`src/rtl/scan_decoder_pkg.sv`:
```
// scan_decoder_pkg: shared types and helpers for the scan decoder.
// Mode enum, one-hot helper, dwell counter width helper.
package scan_decoder_pkg;

  typedef enum logic {
    MODE_DIRECT = 1'b0,
    MODE_SCAN   = 1'b1
  } mode_e;

  localparam int MAX_SEL_W = 6;
  localparam int MAX_N     = 1 << MAX_SEL_W;

  // clog2 with a floor of one bit so DWELL=1 still has a register
  function automatic int cnt_w(input int dwell);
    return (dwell <= 2) ? 1 : $clog2(dwell);
  endfunction

  // widest one-hot; callers truncate to their own N
  function automatic logic [MAX_N-1:0] onehot(
    input logic [MAX_SEL_W-1:0] s
  );
    return {{(MAX_N-1){1'b0}}, 1'b1} << s;
  endfunction

endpackage

```
`src/rtl/scan_decoder_if.sv`:
```
// scan_decoder_if: control inputs (en, mode, sel) and decoded outputs
// (y, idx, wrap); master drives controls, slave drives outputs.
interface scan_decoder_if #(
  parameter int SEL_W = 2
);
  localparam int N = 1 << SEL_W;

  logic             en;
  logic             mode;
  logic [SEL_W-1:0] sel;
  logic [N-1:0]     y;
  logic [SEL_W-1:0] idx;
  logic             wrap;

  modport master (
    output en, mode, sel,
    input  y, idx, wrap
  );

  modport slave (
    input  en, mode, sel,
    output y, idx, wrap
  );
endinterface

```
`src/rtl/scan_decoder_timer.sv`:
```
// dwell_timer: counts run cycles 0..DWELL-1; tick marks the last one.
// Ports: clk, rst (async high), clr, run in; tick out.
module dwell_timer #(
  parameter int DWELL = 4
) (
  input  logic clk,
  input  logic rst,
  input  logic clr,
  input  logic run,
  output logic tick
);
  import scan_decoder_pkg::*;

  localparam int CW = cnt_w(DWELL);
  localparam logic [CW-1:0] LAST = CW'(DWELL - 1);

  logic [CW-1:0] cnt;

  assign tick = run && (cnt == LAST);

  always_ff @(posedge clk or posedge rst) begin
    if (rst) begin
      cnt <= '0;
    end else if (clr || tick) begin
      cnt <= '0;
    end else if (run) begin
      cnt <= cnt + CW'(1);
    end
  end
endmodule

```
`src/rtl/scan_decoder.sv`:
```
// scan_decoder: registered one-hot decoder with direct and auto-scan modes.
// Ports: clk, rst (async high), bus (slave: en/mode/sel in, y/idx/wrap out).
module scan_decoder #(
  parameter int SEL_W = 2,
  parameter int DWELL = 4
) (
  input logic           clk,
  input logic           rst,
  scan_decoder_if.slave bus
);
  import scan_decoder_pkg::*;

  localparam int N = 1 << SEL_W;
  localparam logic [SEL_W-1:0] LAST = SEL_W'(N - 1);

  mode_e            mode_q;
  mode_e            mode_n;
  logic [SEL_W-1:0] idx_q;
  logic [SEL_W-1:0] idx_n;
  logic [N-1:0]     y_q;
  logic [N-1:0]     y_n;
  logic             wrap_q;
  logic             wrap_n;
  logic             in_scan;
  logic             clr;
  logic             run;
  logic             tick;

  // scanning only once mode has been high for an edge already;
  // direct mode and the entry edge both load idx from sel
  assign mode_n  = bus.mode ? MODE_SCAN : MODE_DIRECT;
  assign in_scan = bus.mode && (mode_q == MODE_SCAN);
  assign clr     = !in_scan;
  assign run     = in_scan && bus.en;

  dwell_timer #(
    .DWELL(DWELL)
  ) u_timer (
    .clk  (clk),
    .rst  (rst),
    .clr  (clr),
    .run  (run),
    .tick (tick)
  );

  always_ff @(posedge clk or posedge rst) begin
    if (rst) begin
      mode_q <= MODE_DIRECT;
      idx_q  <= '0;
      y_q    <= '0;
      wrap_q <= 1'b0;
    end else begin
      mode_q <= mode_n;
      idx_q  <= idx_n;
      y_q    <= y_n;
      wrap_q <= wrap_n;
    end
  end

  always_comb begin
    idx_n  = idx_q;
    y_n    = '0;
    wrap_n = 1'b0;
    unique case (1'b1)
      clr: begin
        idx_n = bus.sel;
        if (bus.en) begin
          y_n = N'(onehot(MAX_SEL_W'(bus.sel)));
        end
      end
      run: begin
        if (tick) begin
          idx_n  = idx_q + SEL_W'(1);
          wrap_n = (idx_q == LAST);
        end
        y_n = N'(onehot(MAX_SEL_W'(idx_n)));
      end
      default: begin
      end
    endcase
  end

  assign bus.y    = y_q;
  assign bus.idx  = idx_q;
  assign bus.wrap = wrap_q;
endmodule

```
`src/flat_wrapper.sv`:
```
// flat-port wrapper written by rule: the top's interface ports become plain ports
module scan_decoder_flat import scan_decoder_pkg::*;
#(
  parameter int SEL_W = 2,
  parameter int DWELL = 4
)
  (clk, rst, bus_en, bus_mode, bus_sel, bus_y, bus_idx, bus_wrap);
  scan_decoder_if #(.SEL_W(SEL_W)) bus_i ();
  input logic clk;
  input logic rst;
  input wire logic [$bits(bus_i.en)-1:0] bus_en;
  input wire logic [$bits(bus_i.mode)-1:0] bus_mode;
  input wire logic [$bits(bus_i.sel)-1:0] bus_sel;
  output wire logic [$bits(bus_i.y)-1:0] bus_y;
  output wire logic [$bits(bus_i.idx)-1:0] bus_idx;
  output wire logic [$bits(bus_i.wrap)-1:0] bus_wrap;
  assign bus_i.en = bus_en;
  assign bus_i.mode = bus_mode;
  assign bus_i.sel = bus_sel;
  assign bus_y = bus_i.y;
  assign bus_idx = bus_i.idx;
  assign bus_wrap = bus_i.wrap;
  scan_decoder #(.SEL_W(SEL_W), .DWELL(DWELL)) u_core (.clk(clk), .rst(rst), .bus(bus_i));
endmodule
```
`config.mk`:
```
export PLATFORM = sky130hd
export DESIGN_NAME = scan_decoder_flat
export DESIGN_NICKNAME = d
export VERILOG_FILES = /design/src/rtl/scan_decoder_pkg.sv /design/src/rtl/scan_decoder_if.sv /design/src/rtl/scan_decoder_timer.sv /design/src/rtl/scan_decoder.sv /design/src/flat_wrapper.sv
export SDC_FILE = /design/constraint.sdc
export NUM_CORES = 1
export LEC_CHECK = 0
export CAP_MARGIN = 20
export CORE_AREA = 3 3 46 48
export CTS_CLUSTER_DIAMETER = 30
export DETAILED_ROUTE_END_ITERATION = 10
export DIE_AREA = 0 0 49 51
export PLACE_DENSITY = 0.59
export SLEW_MARGIN = 20
export SYNTH_ARGS = -nofsm -noshare
export SYNTH_HDL_FRONTEND = slang
export SYNTH_SLANG_ARGS = --single-unit
```
`constraint.sdc`:
```
create_clock -name clk -period 1.3 [get_ports clk]
set_clock_uncertainty 0.2 [all_clocks]
set_input_delay 0.26 -clock clk [delete_from_list [all_inputs] [get_ports clk]]
set_output_delay 0.26 -clock clk [all_outputs]
set_load 0.02 [all_outputs]
```
==> results.cfg <==
[status]
run_status = finished with violations
violations = setup timing

[die]
start_util_pct = 31.5
dieWidth_um = 49
coreArea_mm2 = 0.00175
rows = 15
ios = 13
die_area_mm2 = 0.00250
dieHeight_um = 51

[layout]
antennaDiodeCount = 0
final_nets = 91
area_growth_pct = 53.4
drive_above_1_share_pct = 46.3
post-route-util_pct = 48.4

[setup_path]
slowest_stage = dfrtp_2
cp_slowest_stage_delay_ns = 0.41
worstSetupEndpointType = flip-flop
path_max_fanout = 5
crit_top_cell = a21oi_1
critical_path_class = flip-flop to flip-flop
crit_arrival_ns = 1.40
cp.required_ns = 1.25
path_cells = buf_6, ha_4, nor3b_2, a21oi_1, a21oi_1
path_delay_family = flip-flops
critPathBufInv = 1
start_kind = flip-flop

[pwr]
comb_power_share_pct = 23.6
leakage_nw = 0.398
p_per_area_mw_per_mm2 = 974
switching_share_pct = 27.8
p_total_mw = 0.823
power.share.sequential_pct = 41.1
power_frac_clock_pct = 35.2
p_sw_mw = 0.229
intPower_mw = 0.594
irDropWorstVdd_mv = 0.591

[logic_synthesis]
synth_cell_type_count = 24
ys_warn_count = 0
synth.area.top_cells = dfrtp_1, nand2_1, a21oi_1
synth-seq-area-share_pct = 45.5
synth_flop_cell = dfrtp_1
synthCells = 57
netlist.area_leader.share_pct = 45.5
synth_edf_count = 0
syn-cell-area_um2 = 551
synth-seq-cells = 10
synthArstFlopShare_pct = 100
avgSynthCellArea_um2 = 9.66
synth_nets = 65
yosys.area.top_type = dfrtp_1

[grt]
grt_pass1_vias = 426
grt_pass1_wl_um = 2110
track_usage_pct = 11.7
antenna_found_initial = 0
gr-total-overflow = 0
grt_max_degree = 13

[clock_network]
clkSlewWorstSetupHoldPaths_ns = 0.07
holdBufCountCts = 0
clk_latency_ns = 0.27
clockBufferDepth = 2
cts-buffers-inserted = 3
cts.sinks = 10
h-tree-depth = 1
cts_tree = done
cts_root_buf = clkbuf_4

[placement]
gp_congestion = 0.759
hpwl_um = 899
portBuffers = 12

[drt]
ant_nets = 0
postRouteWirelength_um = 1400
drc_errors = 0
wl_per_cell_um = 13.0
drt_iter0_markers = 9
dr.pass1.iters = 4
via_count = 511
via_per_inst = 4.78

[job]
cap_viol_max_count = 0

[timing]
period_needed_ns = 1.46
max_freq_mhz = 687
fin_crit_sh_pct = 112
finalWorstSetupSlack_ns = -0.156
slew_violations = 0
max_slew_margin_pct = 72.8
worst_slew_pin_slew_ns = 0.407
hold_violations = 0
rsz0062_at_grt = yes
setup_viol = 7

[worst_hold_path]
hold_path.class = primary input to async pin
[metrics by stage]
step	setup TNS, ns	setup slack (ns)	instance area (um^2)	cells	hold WS, ns
after floorplan	-0.101	-0.0438	571	57	-0.100
after global placement	-2.26	-0.213	759	100	0.330
after detailed placement	-2.32	-0.222	759	100	0.342
after CTS	-0.399	-0.119	788	104	0.0926
after global routing	-0.921	-0.188	845	107	0.0894
final	-0.519	-0.156	845	107	0.0803
[layout by cell type (no fill, tap or decap), types with 3 or more instances in the layout]
cell,synthesis,layout
o21ai_0,4,3
clkbuf_4,0,3
dfrtp_1,10,8
buf_2,1,5
buf_6,1,4
nor2_1,5,4
nand2_1,7,4
clkdlybuf4s50_1,0,5
buf_4,1,11
a21oi_1,5,4
[cell families after synthesis]
family	synth area share [%]
compound gates	13.6
xor+xnor	1.59
fa+ha+maj	4.54
buf+inv	8.18
flops	45.5
mux	3.64
simple gates	23.0
[power by group through the flow]
stage	Combinational [mW]	Clock [mW]	Sequential [mW]
4_1_cts	0.180	0.296	0.339
2_1_floorplan	0.0822	0	0.363
3_5_place_dp	0.184	0	0.343
3_3_place_gp	0.179	0	0.343
6_report	0.194	0.290	0.338
5_1_grt	0.211	0.315	0.341
[metal layers]
metal / up-vias / track usage, % / part of all wire (%)
li1: 244 / - / -
met1: 248 / 13.6 / 44
met3: 4 / 3.21 / 4.3
met2: 15 / 18.3 / 49
met5: - / 0 / 0
met4: 0 / 8.53 / 2.7
[flip-flops by register name, indices dropped and copies added, names as in the netlist]
register	cells
u_core.bus.wrap	1
u_core.bus.y	4
u_core.u_timer.cnt	2
u_core.mode_q	1
u_core.bus.idx	2
[Yosys cell counts (all sizes together) (2+ instances only)]
cell type,instances
nor2b,2
buf,3
inv,2
nand2,7
o21ai,5
ha,2
nor2,5
a31oi,2
nor3b,2
a21oi,5
dfrtp,10
mux2i,2
nand3b,2
[worst paths after layout]
| path | start | to | slack [ns] | depth (start not counted) |
|---|---|---|---|---|
| worst max register to register | u_core.bus.idx[0]$_DFFE_PP0P_ | u_core.bus.y[1]$_DFF_PP0_ | -0.16 | 5 |
| worst min register to register | u_core.u_timer.cnt[1]$_DFFE_PP0P_ | u_core.u_timer.cnt[1]$_DFFE_PP0P_ | 0.40 | 2 |
| max in group asynchronous | rst | u_core.bus.idx[0]$_DFFE_PP0P_ | 0.51 | 2 |
| worst min-delay path | rst | u_core.bus.wrap$_DFF_PP0_ | 0.08 | 2 |
| worst max-delay path | u_core.bus.idx[0]$_DFFE_PP0P_ | u_core.bus.y[1]$_DFF_PP0_ | -0.16 | 5 |
| min in group clk | bus_mode | u_core.mode_q$_DFF_PP0_ | 0.30 | 1 |
[final cells by class]
cell class / count / area, um^2
fill: 169 / 901
multi-input combinational: 41 / 314
sequential: 10 / 253
timing repair buffer: 25 / 203
clock buffer: 4 / 36.3
tap: 25 / 31.3
inverter: 2 / 7.51
[worst register-to-register path: cells and delay by family, from the launching register on]
family	cells	cell delay (ns)
adders and majority gates	1	0.29
buffers and inverters	1	0.12
AOI/OAI and AO/OA	2	0.26
DFF	1	0.41
and+or+nand+nor	1	0.05
[timing repair]
item                                    4_1_cts  5_1_grt
setup buffers                                 0        3
endpoints found under the setup margin       13       10
gates resized for setup                      35       11
pin swaps                                     4        4
Note: power is estimated with default switching activity, not from simulation.
